===== config.mk =====
export PLATFORM = sky130hd
export DESIGN_NAME = dmem_bridge
export DESIGN_NICKNAME = d
export VERILOG_FILES = /design/src/rtl/dmem_pkg.sv /design/src/rtl/dmem_lane_steer.sv /design/src/rtl/dmem_bridge.sv
export SDC_FILE = /design/constraint.sdc
export NUM_CORES = 1
export LEC_CHECK = 0
export CAP_MARGIN = 25
export CELL_PAD_IN_SITES_DETAIL_PLACEMENT = 0
export CELL_PAD_IN_SITES_GLOBAL_PLACEMENT = 1
export CORE_AREA = 2 2 130 132
export CTS_CLUSTER_DIAMETER = 40
export CTS_CLUSTER_SIZE = 28
export DETAILED_ROUTE_END_ITERATION = 6
export DIE_AREA = 0 0 132 134
export PLACE_DENSITY = 0.87
export SETUP_SLACK_MARGIN = 0.5
export SYNTH_ARGS = -nofsm -noshare
export SYNTH_HDL_FRONTEND = slang
export SYNTH_SLANG_ARGS = --single-unit

===== constraint.sdc =====
create_clock -name CLK -period 9.36 [get_ports CLK]
set_clock_uncertainty 0.2 [all_clocks]
set_input_delay 2.808 -clock CLK [delete_from_list [all_inputs] [get_ports CLK]]
set_output_delay 2.808 -clock CLK [all_outputs]
set_load 0.01 [all_outputs]

===== src/rtl/dmem_pkg.sv =====
// dmem_pkg
// Shared definitions for the CortexM0 data-port to SRAM bridge:
//   - DSIZE encodings
//   - bridge FSM state type
//   - size_mask(): byte-lane mask of an access, right-justified
//   - byte_mask32(): expands a 4-bit lane mask to a 32-bit bit mask
package dmem_pkg;

   localparam logic [1:0] SZ_BYTE = 2'b00;
   localparam logic [1:0] SZ_HALF = 2'b01;
   localparam logic [1:0] SZ_WORD = 2'b10;
   localparam logic [1:0] SZ_RSVD = 2'b11;

   typedef enum logic [1:0] {
      ST_IDLE    = 2'd0,
      ST_ISSUE   = 2'd1,
      ST_CAPTURE = 2'd2,
      ST_RESP    = 2'd3
   } state_t;

   // Reserved size yields an empty mask; such accesses fault before any use.
   function automatic logic [3:0] size_mask(input logic [1:0] dsize);
      case (dsize)
         SZ_BYTE: return 4'h1;
         SZ_HALF: return 4'h3;
         SZ_WORD: return 4'hF;
         default: return 4'h0;
      endcase
   endfunction

   function automatic logic [31:0] byte_mask32(input logic [3:0] lanes);
      logic [31:0] m;
      for (int i = 0; i < 4; i++) begin
         m[8*i +: 8] = {8{lanes[i]}};
      end
      return m;
   endfunction

endpackage


===== src/rtl/dmem_lane_steer.sv =====
// dmem_lane_steer
// Combinational byte-lane steering between right-justified core data and
// the two-word (64-bit) view of an access that may straddle a word boundary.
// Ports:
//   off      in  2   byte offset of the access within its first word
//   mask     in  4   right-justified lane mask (1/3/F)
//   data     in  32  core write data, right-justified
//   rbuf     in  64  read buffer, beat 0 in [31:0], beat 1 in [63:32]
//   wide     out 8   lane enables over both beats (mask << off)
//   wdata_sh out 64  write data masked to size and shifted to its lanes
//   rdata    out 32  read data shifted back down and masked to size
module dmem_lane_steer
   import dmem_pkg::*;
(
   input  logic [1:0]  off,
   input  logic [3:0]  mask,
   input  logic [31:0] data,
   input  logic [63:0] rbuf,
   output logic [7:0]  wide,
   output logic [63:0] wdata_sh,
   output logic [31:0] rdata
);

   logic [31:0] bmask;
   logic [5:0]  shamt;

   always_comb begin
      bmask    = byte_mask32(mask);
      shamt    = {off, 3'b000};
      wide     = {4'b0000, mask} << off;
      // Masking before the shift keeps unused high bytes of the core's
      // write data off the second beat.
      wdata_sh = {32'h0, data & bmask} << shamt;
      rdata    = 32'(rbuf >> shamt) & bmask;
   end

endmodule


===== src/rtl/dmem_bridge.sv =====
// dmem_bridge
// Sequential bridge from the CortexM0 data port to a word-organised
// synchronous SRAM. Steers byte lanes, splits unaligned halfword/word
// accesses into two SRAM beats, inserts WAIT_STATES per beat and reports
// illegal accesses through DREADY/DFAULT.
// Parameters:
//   ADDR_W          SRAM word-address width
//   WAIT_STATES     extra CAPTURE cycles per beat (0..7)
//   SPLIT_UNALIGNED 1: split straddling accesses, 0: fault them
// Ports:
//   CLK, RESET_N            clock (rising), synchronous active-low reset
//   DREQ/DADDR/DRW/DSIZE/DOUT  core request, held until DREADY
//   DIN/DREADY/DFAULT       core response, DREADY is a one-cycle pulse
//   CSN/ADDR/WE/BE/DI       SRAM command (active only in ISSUE)
//   DO                      SRAM read data, valid the cycle after CSN=0
module dmem_bridge
   import dmem_pkg::*;
#(
   parameter int ADDR_W          = 12,
   parameter int WAIT_STATES     = 0,
   parameter int SPLIT_UNALIGNED = 1
) (
   input  logic              CLK,
   input  logic              RESET_N,
   input  logic              DREQ,
   input  logic [31:0]       DADDR,
   input  logic              DRW,
   input  logic [1:0]        DSIZE,
   input  logic [31:0]       DOUT,
   output logic [31:0]       DIN,
   output logic              DREADY,
   output logic              DFAULT,
   output logic              CSN,
   output logic [ADDR_W-1:0] ADDR,
   output logic              WE,
   output logic [3:0]        BE,
   output logic [31:0]       DI,
   input  logic [31:0]       DO
);

   localparam logic [2:0] WAIT_LAST = 3'(WAIT_STATES);

   state_t state_q, state_d;

   // Access latches
   logic [1:0]        off_q;
   logic [3:0]        mask_q;
   logic              rw_q;
   logic [31:0]       wdata_q;
   logic [ADDR_W-1:0] waddr_q;

   // Control
   logic              split_q;
   logic              fault_q;
   logic              beat_q;
   logic [2:0]        wait_q;
   logic [63:0]       buf_q;

   // Steering
   logic [1:0]        st_off;
   logic [3:0]        st_mask;
   logic [7:0]        wide;
   logic [63:0]       wdata_sh;
   logic [31:0]       rdata;

   logic              accept;
   logic              accept_split;
   logic              accept_fault;
   logic              wait_done;

   // Byte address bits above the SRAM word range are intentionally ignored.
   logic              unused_addr_bits;
   assign unused_addr_bits = ^DADDR[31:ADDR_W+2];

   // In IDLE the steer unit looks at the live request so the beat count and
   // fault decision are known at acceptance; afterwards it uses the latches.
   always_comb begin
      if (state_q == ST_IDLE) begin
         st_off  = DADDR[1:0];
         st_mask = size_mask(DSIZE);
      end else begin
         st_off  = off_q;
         st_mask = mask_q;
      end
   end

   dmem_lane_steer u_steer (
      .off      (st_off),
      .mask     (st_mask),
      .data     (wdata_q),
      .rbuf     (buf_q),
      .wide     (wide),
      .wdata_sh (wdata_sh),
      .rdata    (rdata)
   );

   always_comb begin
      accept       = (state_q == ST_IDLE) && DREQ;
      accept_split = |wide[7:4];
      accept_fault = (DSIZE == SZ_RSVD) ||
                     (accept_split && (SPLIT_UNALIGNED == 0));
      wait_done    = (wait_q == WAIT_LAST);
   end

   // ---- FSM: state register ----
   always_ff @(posedge CLK) begin
      if (!RESET_N) begin
         state_q <= ST_IDLE;
      end else begin
         state_q <= state_d;
      end
   end

   // ---- FSM: next state ----
   always_comb begin
      state_d = state_q;
      case (state_q)
         ST_IDLE: begin
            if (DREQ) begin
               state_d = accept_fault ? ST_RESP : ST_ISSUE;
            end
         end
         ST_ISSUE: begin
            state_d = ST_CAPTURE;
         end
         ST_CAPTURE: begin
            if (wait_done) begin
               state_d = (!beat_q && split_q) ? ST_ISSUE : ST_RESP;
            end
         end
         ST_RESP: begin
            state_d = ST_IDLE;
         end
         default: begin
            state_d = ST_IDLE;
         end
      endcase
   end

   // ---- FSM: outputs ----
   always_comb begin
      CSN    = 1'b1;
      WE     = 1'b0;
      BE     = 4'h0;
      ADDR   = '0;
      DI     = 32'h0;
      DREADY = 1'b0;
      DFAULT = 1'b0;
      DIN    = 32'h0;
      case (state_q)
         ST_ISSUE: begin
            CSN  = 1'b0;
            WE   = rw_q;
            // Second beat wraps naturally at the top of the word space.
            ADDR = waddr_q + {{(ADDR_W-1){1'b0}}, beat_q};
            BE   = beat_q ? wide[7:4] : wide[3:0];
            DI   = beat_q ? wdata_sh[63:32] : wdata_sh[31:0];
         end
         ST_RESP: begin
            DREADY = 1'b1;
            DFAULT = fault_q;
            if (!fault_q && !rw_q) begin
               DIN = rdata;
            end
         end
         default: begin
         end
      endcase
   end

   // ---- Control: beat, wait counter, fault flag, read buffer ----
   always_ff @(posedge CLK) begin
      if (!RESET_N) begin
         split_q <= 1'b0;
         fault_q <= 1'b0;
         beat_q  <= 1'b0;
         wait_q  <= 3'd0;
         buf_q   <= 64'h0;
      end else begin
         case (state_q)
            ST_IDLE: begin
               if (accept) begin
                  split_q <= accept_split;
                  fault_q <= accept_fault;
                  beat_q  <= 1'b0;
                  wait_q  <= 3'd0;
               end
            end
            ST_ISSUE: begin
               wait_q <= 3'd0;
            end
            ST_CAPTURE: begin
               // SRAM data is valid only in the first CAPTURE cycle of a beat.
               if (wait_q == 3'd0 && !rw_q) begin
                  if (beat_q) begin
                     buf_q[63:32] <= DO;
                  end else begin
                     buf_q[31:0] <= DO;
                  end
               end
               if (wait_done) begin
                  if (!beat_q && split_q) begin
                     beat_q <= 1'b1;
                  end
               end else begin
                  wait_q <= wait_q + 3'd1;
               end
            end
            default: begin
            end
         endcase
      end
   end

   // ---- Request latches ----
   always_ff @(posedge CLK) begin
      if (accept) begin
         off_q   <= DADDR[1:0];
         mask_q  <= size_mask(DSIZE);
         rw_q    <= DRW;
         wdata_q <= DOUT;
         waddr_q <= DADDR[ADDR_W+1:2];
      end
   end

endmodule


-- After elaboration in Yosys (flattened, before gate mapping)
Cells that the tools add are included.
- output and inout port bits: 84
- latch bits: 0
- bits in writable memories: 0
- memories: 0
- input bits: 102
- bits in read-only memories: 0
- register bits after elaboration: 123
- multiply operators: 0
- bitwise operators: 3
- muxes and demuxes: 26
- reduce and logical (&&, ||, !) cells: 19
- div/mod/pow operators: 0
- equal/unequal tests: 11
- shift operators: 3
- order comparisons: 0
- $add $sub $neg: 2
- operator list (cell ; number):
    32-bit 2-to-1 mux ; 4
    32-bit bitwise AND ; 2
    32-bit by 5-bit << shifter with 64-bit output ; 1
    64-bit by 5-bit >> shifter with 32-bit output ; 1
    12-bit by 1-bit adder with 12-bit output ; 1
    12-bit 2-to-1 mux ; 1
    4-bit 2-to-1 mux ; 3
    4-bit case mux with 3 select lines ; 1
    2-bit 2-to-1 mux ; 5
    2-bit inequality test, second input constant ; 5
    3-bit case mux with 3 select lines ; 1
    3-bit AND reduction ; 3
    2-bit equality test, second input constant ; 4
    2-bit case mux with 4 select lines ; 1
    4-bit by 2-bit << shifter with 8-bit output ; 1
    1-bit 2-to-1 mux ; 7
    3-bit 2-to-1 mux ; 2
    2-bit by 1-bit equality test with 1-bit output, second input constant ; 2
    1-bit logical AND ; 4
    2-bit logical NOT ; 2
    2-bit AND reduction ; 2
    4-bit AND reduction ; 1
    4-bit OR reduction ; 1
    3-bit by 1-bit adder with 3-bit output, second input constant ; 1
    other kinds (6) ; 8

-- Longest topological paths before layout
- depth in word-level cells: 7
- gate-level depth with buffers: 8
- gate-level depth less buffers: 6

-- Hierarchy
A second synthesis with hierarchy kept.
- cell total of the unflattened synthesis: 839
- area total of the unflattened synthesis: 7963.9 um^2
- modules (own cells, without submodules) (module ; instances ; sequential area each (um^2) ; area each (um^2) ; cells each):
    dmem_bridge ; 1 ; 2942.8 ; 5514.0 ; 518
    dmem_lane_steer ; 1 ; 0.0 ; 2449.8 ; 321

-- Worst setup path after synthesis
Ideal clock, no wire load.
- kind: input-to-output
- start: input DSIZE[0]
- end: output BE[0]
- data arrival time: 4.296 ns
- setup slack: 2.056 ns
- buffers on the path: 1
- stages on the path: 7
- path through: inv_1 > ha_1 > or4b_1 > o21ai_1 > buf_2 > o21ai_1 > a211oi_1
- word-level cells in the longest chain between the ends: 6
- elaborated cells on any way between the ends: 8
- those cells by class: eq/ne: 2; shift: 1; mux: 4; reduce/logical: 1
- RTL lines (what ; RTL line ; source):
    start: declaration ; dmem_bridge.sv:28 ; input logic [1:0] DSIZE,
    2-bit equality test, or another cell as far along ; dmem_pkg.sv:23 ; case (dsize)
    4-bit case mux with 3 select lines * ; dmem_pkg.sv:23 ;
    4-bit 2-to-1 mux * ; dmem_bridge.sv:78 ; if (state_q == ST_IDLE) begin
    4-bit by 2-bit << shifter with 8-bit output * ; dmem_lane_steer.sv:30 ; wide = {4'b0000, mask} << off;
    4-bit 2-to-1 mux * ; dmem_bridge.sv:156 ; BE = beat_q ? wide[7:4] : wide[3:0];
    4-bit 2-to-1 mux * ; dmem_bridge.sv:150 ; case (state_q)
    end: declaration ; dmem_bridge.sv:36 ; output logic [3:0] BE,
Mark *: on every way between the ends. The rest lies on a longest branch, timed or not.

-- Worst setup path in the final report
- start: input DSIZE[0]
- end: output DI[21]
- word-level cells in the longest chain between the ends: 7
- elaborated cells on any way between the ends: 9
- those cells by class: eq/ne: 2; shift: 1; mux: 4; bitwise: 1; reduce/logical: 1
- RTL lines (what ; RTL line ; source):
    2-bit equality test, or another cell as far along ; dmem_pkg.sv:23 ;
    4-bit case mux with 3 select lines * ; dmem_pkg.sv:23 ;
    4-bit 2-to-1 mux * ; dmem_bridge.sv:78 ;
    32-bit bitwise AND * ; dmem_lane_steer.sv:33 ; wdata_sh = {32'h0, data & bmask} << shamt;
    32-bit by 5-bit << shifter with 64-bit output * ; dmem_lane_steer.sv:33 ;
    32-bit 2-to-1 mux * ; dmem_bridge.sv:157 ; DI = beat_q ? wdata_sh[63:32] : wdata_sh[31:0];
    32-bit 2-to-1 mux * ; dmem_bridge.sv:150 ;
    end: declaration ; dmem_bridge.sv:37 ; output logic [31:0] DI,
Marks and branches as above.

==> results_dict.tcl <==
set metrics [dict create \
    clockBufferDepth 2 \
    drc_violations_left 0 \
    layout_cells_excl_fill 1027 \
    hold_end "buf_q[1]$_SDFFE_PN0P_" \
    row_count 47 \
    synth_async_sr_flop_share 0 \
    post_cts.repair.setup_buffers 0 \
    pin_count_of_the_biggest_net_entering_global_routing 65 \
    cts_buffers 17 \
    via_count 5712 \
    reg2reg_slack_ns 7.08 \
    routed_wirelength_normalized_by_instance_count_um 18.7 \
    fin_setup_tns_ns 0 \
    synth_area_leaders "edfxtp_1 25%, dfxtp_1 21%, mux2i_1 9.7%" \
    worstMarginPinSlew_ns 0.920 \
    initial_utilization 0.372 \
    final_antenna_net_count 0 \
    worst_skew_pair_later_pin_latency_ns 0.41 \
    synth.yosys.seq_area_share 0.459 \
    count_of_boundary_i_o_pins 186 \
    worst_hold_slack_ns 0.255 \
    clkSlewWorstSetupHoldPaths_ns 0.06 \
    hp-class "flop to flop" \
    syn_avg_cell_area_um2 9.52 \
    outcome "completed" \
    detailedRoute.firstIterationViolations 436 \
    cts_root_buffer "clkbuf_16" \
    final.min_clock_period_ns 8.67 \
    drt-met1-wl_um 8060 \
    post_cts_resize_count 0 \
    slew_viol_final 0 \
    first_global_vias 5432 \
    synth-edff-count 50 \
    post_drt_via_cell_ratio 5.56 \
    wl_um 19200 \
    buffer_ports.inserted 167 \
    synth_top_area_frac 0.248 \
    initial_antenna_violation_count 2 \
    cts_max_level 4 \
    hpwl_um 13200 \
    reg2reg_depth 5 \
    gp_congestion 0.857 \
    met2RoutedLength_um 9430 \
    final-hold-violation-count 0 \
    place.detailed.instances 992 \
    cts_tree "done" \
    hold_depth 2 \
    ctsHoldBuffers 0 \
    worst_hold_startpoint "buf_q[1]$_SDFFE_PN0P_" \
    rsz0062_at_grt "false" \
    worst_setup_path_end_kind "output pin" \
    die-area_um2 17700 \
    cts.sink_count 114 \
    p_leak_nw 2.91 \
    syn_nets 745 \
    grt_util_all_layers 0.213 \
    power_per_cell_area_nw_per_um2 175 \
    vdd_ir_drop_max_mv 0.127 \
    met3WireLength_um 1490 \
    synthDistinctLibCells 55 \
    setup_viol 0 \
    core_um2 16300 \
    topRoutingLayerUsed "met5" \
    post_synth_instance_area_um2 6060 \
    critPathMaxFanout 7 \
    grt_overflow 0 \
    synth_top_area_cell "edfxtp_1" \
    first_pass_iters 6 \
    design.final.nets 901 \
    dieHeight_um 134 \
    grt_first_pass_wirelength_um 29800 \
    max_freq_ghz 0.115 \
    flow.area_growth_from_synthesis_pct 40.6 \
    setup.worst_path.start_class "input pin" \
    critical_path_required_ns 6.35 \
    fraction_of_layout_cells_with_a_size_suffix_above_1 0.0707 \
    ys_warn_count 0 \
    ys_ff_latch 114 \
    synthCells 637 \
    path_class "input pin to output pin" \
    regToRegStartpoint "beat_q$_SDFFE_PN0P_" \
    cap_violations 0 \
    die_x_um 132 \
    worstPathArrival_ns 5.66 \
    worst_slew_margin_rel 0.382 \
    crit-reg2reg-capture "buf_q[48]$_SDFFE_PN0P_" \
    post_route_utilization 0.523 \
    postSynth.topFlopCell "dfxtp_1" \
    final_min_period_over_clock_period 0.927 \
]
[kinds of logic (layout without fill, tap and decap cells)]
family / Yosys count / count (layout) / synth area share
DFF: 114 / 114 / 0.459
muxes: 61 / 61 / 0.102
AOI/OAI and AO/OA: 192 / 192 / 0.214
and+or+nand+nor: 206 / 206 / 0.160
other: 0 / 1 / 0
buffers and inverters: 50 / 219 / 0.0415
adders and majority gates: 6 / 6 / 0.0124
xor gates and xnor gates: 8 / 8 / 0.0116
[final cells by class]
class / count / area [µm²]
Timing Repair Buffer: 176 / 1770
Inverter: 11 / 41.3
Antenna cell: 1 / 2.50
Clock buffer: 18 / 450
Clock inverter: 14 / 149
Multi-Input combinational cell: 473 / 3050
Sequential cell: 114 / 2780
Fill cell: 1449 / 7770
Tap cell: 220 / 275
[critical path: stages]
cell	delay (ns)
clkdlybuf4s50_1	0.48
inv_1	0.05
ha_1	0.33
or4b_1	0.49
o21ai_1	0.31
buf_4	0.26
a22oi_1	0.11
o21ai_0	0.24
clkdlybuf4s50_1	0.58
[flip-flops by register name, indices dropped and copies added (netlist names)]
register	flops
buf_q	56
wdata_q	32
waddr_q	12
mask_q	3
wait_q	3
off_q	2
state_q	2
beat_q	1
fault_q	1
rw_q	1
split_q	1
[where the power goes]
| group | switching, mW | internal, mW |
|---|---|---|
| Clock | 0.241 | 0.410 |
| Combinational | 0.134 | 0.121 |
| Sequential | 0.0286 | 0.555 |
| Total | 0.404 | 1.09 |
[Yosys cell counts, types with 3 or more instances]
master and instances:
a21boi_0 42, a21boi_1 17, a21oi_1 21, a22oi_1 16, a32oi_1 8, and2_1 5
and3_1 5, buf_2 15, buf_4 6, buf_6 3, clkbuf_1 13, dfxtp_1 64
edfxtp_1 50, ha_1 6, inv_1 10, mux2i_1 59, nand2_1 135, nand2b_1 5
nand3_1 6, nand3b_1 4, nor2_1 17, nor2b_1 3, nor3_1 3, o21ai_0 11
o21ai_1 5, o21ai_2 4, o22ai_1 57, or3_1 3, or4_1 4, or4b_1 3
xor2_1 7
[cells in the final DEF (no fill, tap or decap), types with 3 or more instances in the layout]
master / n
nor2_1: 17
nor2b_1: 3
mux2i_1: 58
a22oi_1: 16
xor2_1: 7
or3_1: 3
o21ai_1: 5
nand3b_1: 4
nand2_1: 135
o21ai_0: 11
clkinv_2: 3
and2_1: 5
ha_1: 6
edfxtp_1: 50
inv_1: 9
dfxtp_1: 64
and3_1: 5
o22ai_1: 57
a21boi_1: 17
or4b_1: 3
a32oi_1: 8
nand2b_1: 5
buf_4: 6
nand3_1: 6
nor3_1: 3
a21boi_0: 42
o21ai_2: 4
clkbuf_16: 18
or4_1: 4
clkdlybuf4s50_1: 167
inv_6: 3
a21oi_1: 21
clkinv_4: 4
[metrics by stage]
stage | cell area, µm² | power [mW] | setup slack [ns]
after global routing | 8520 | 1.55 | 0.602
after floorplan | 6060 | 0.737 | 2.06
final | 8520 | 1.49 | 0.688
after CTS | 8480 | 1.50 | 0.717
after global placement | 7890 | 0.837 | 0.710
after detailed placement | 7890 | 0.845 | 0.715
[per-layer routing]
layer / track usage / up-vias
li1: - / 2667
met1: 0.275 / 2782
met2: 0.352 / 245
met3: 0.0574 / 16
met4: 0.0598 / 2
met5: 0 / -
[worst max-delay path by stage]
stage	endpoint	depth (start not counted)	slack [ns]	startpoint
floorplan	BE[0]	7	2.06	DSIZE[0]
CTS	BE[0]	9	0.72	DSIZE[0]
global placement	DI[19]	9	0.71	DSIZE[0]
detailed placement	DI[19]	9	0.71	DSIZE[0]
global route	DI[21]	9	0.60	DSIZE[0]
finish	DI[21]	9	0.69	DSIZE[0]
Note: power is estimated with default switching activity, not from simulation.
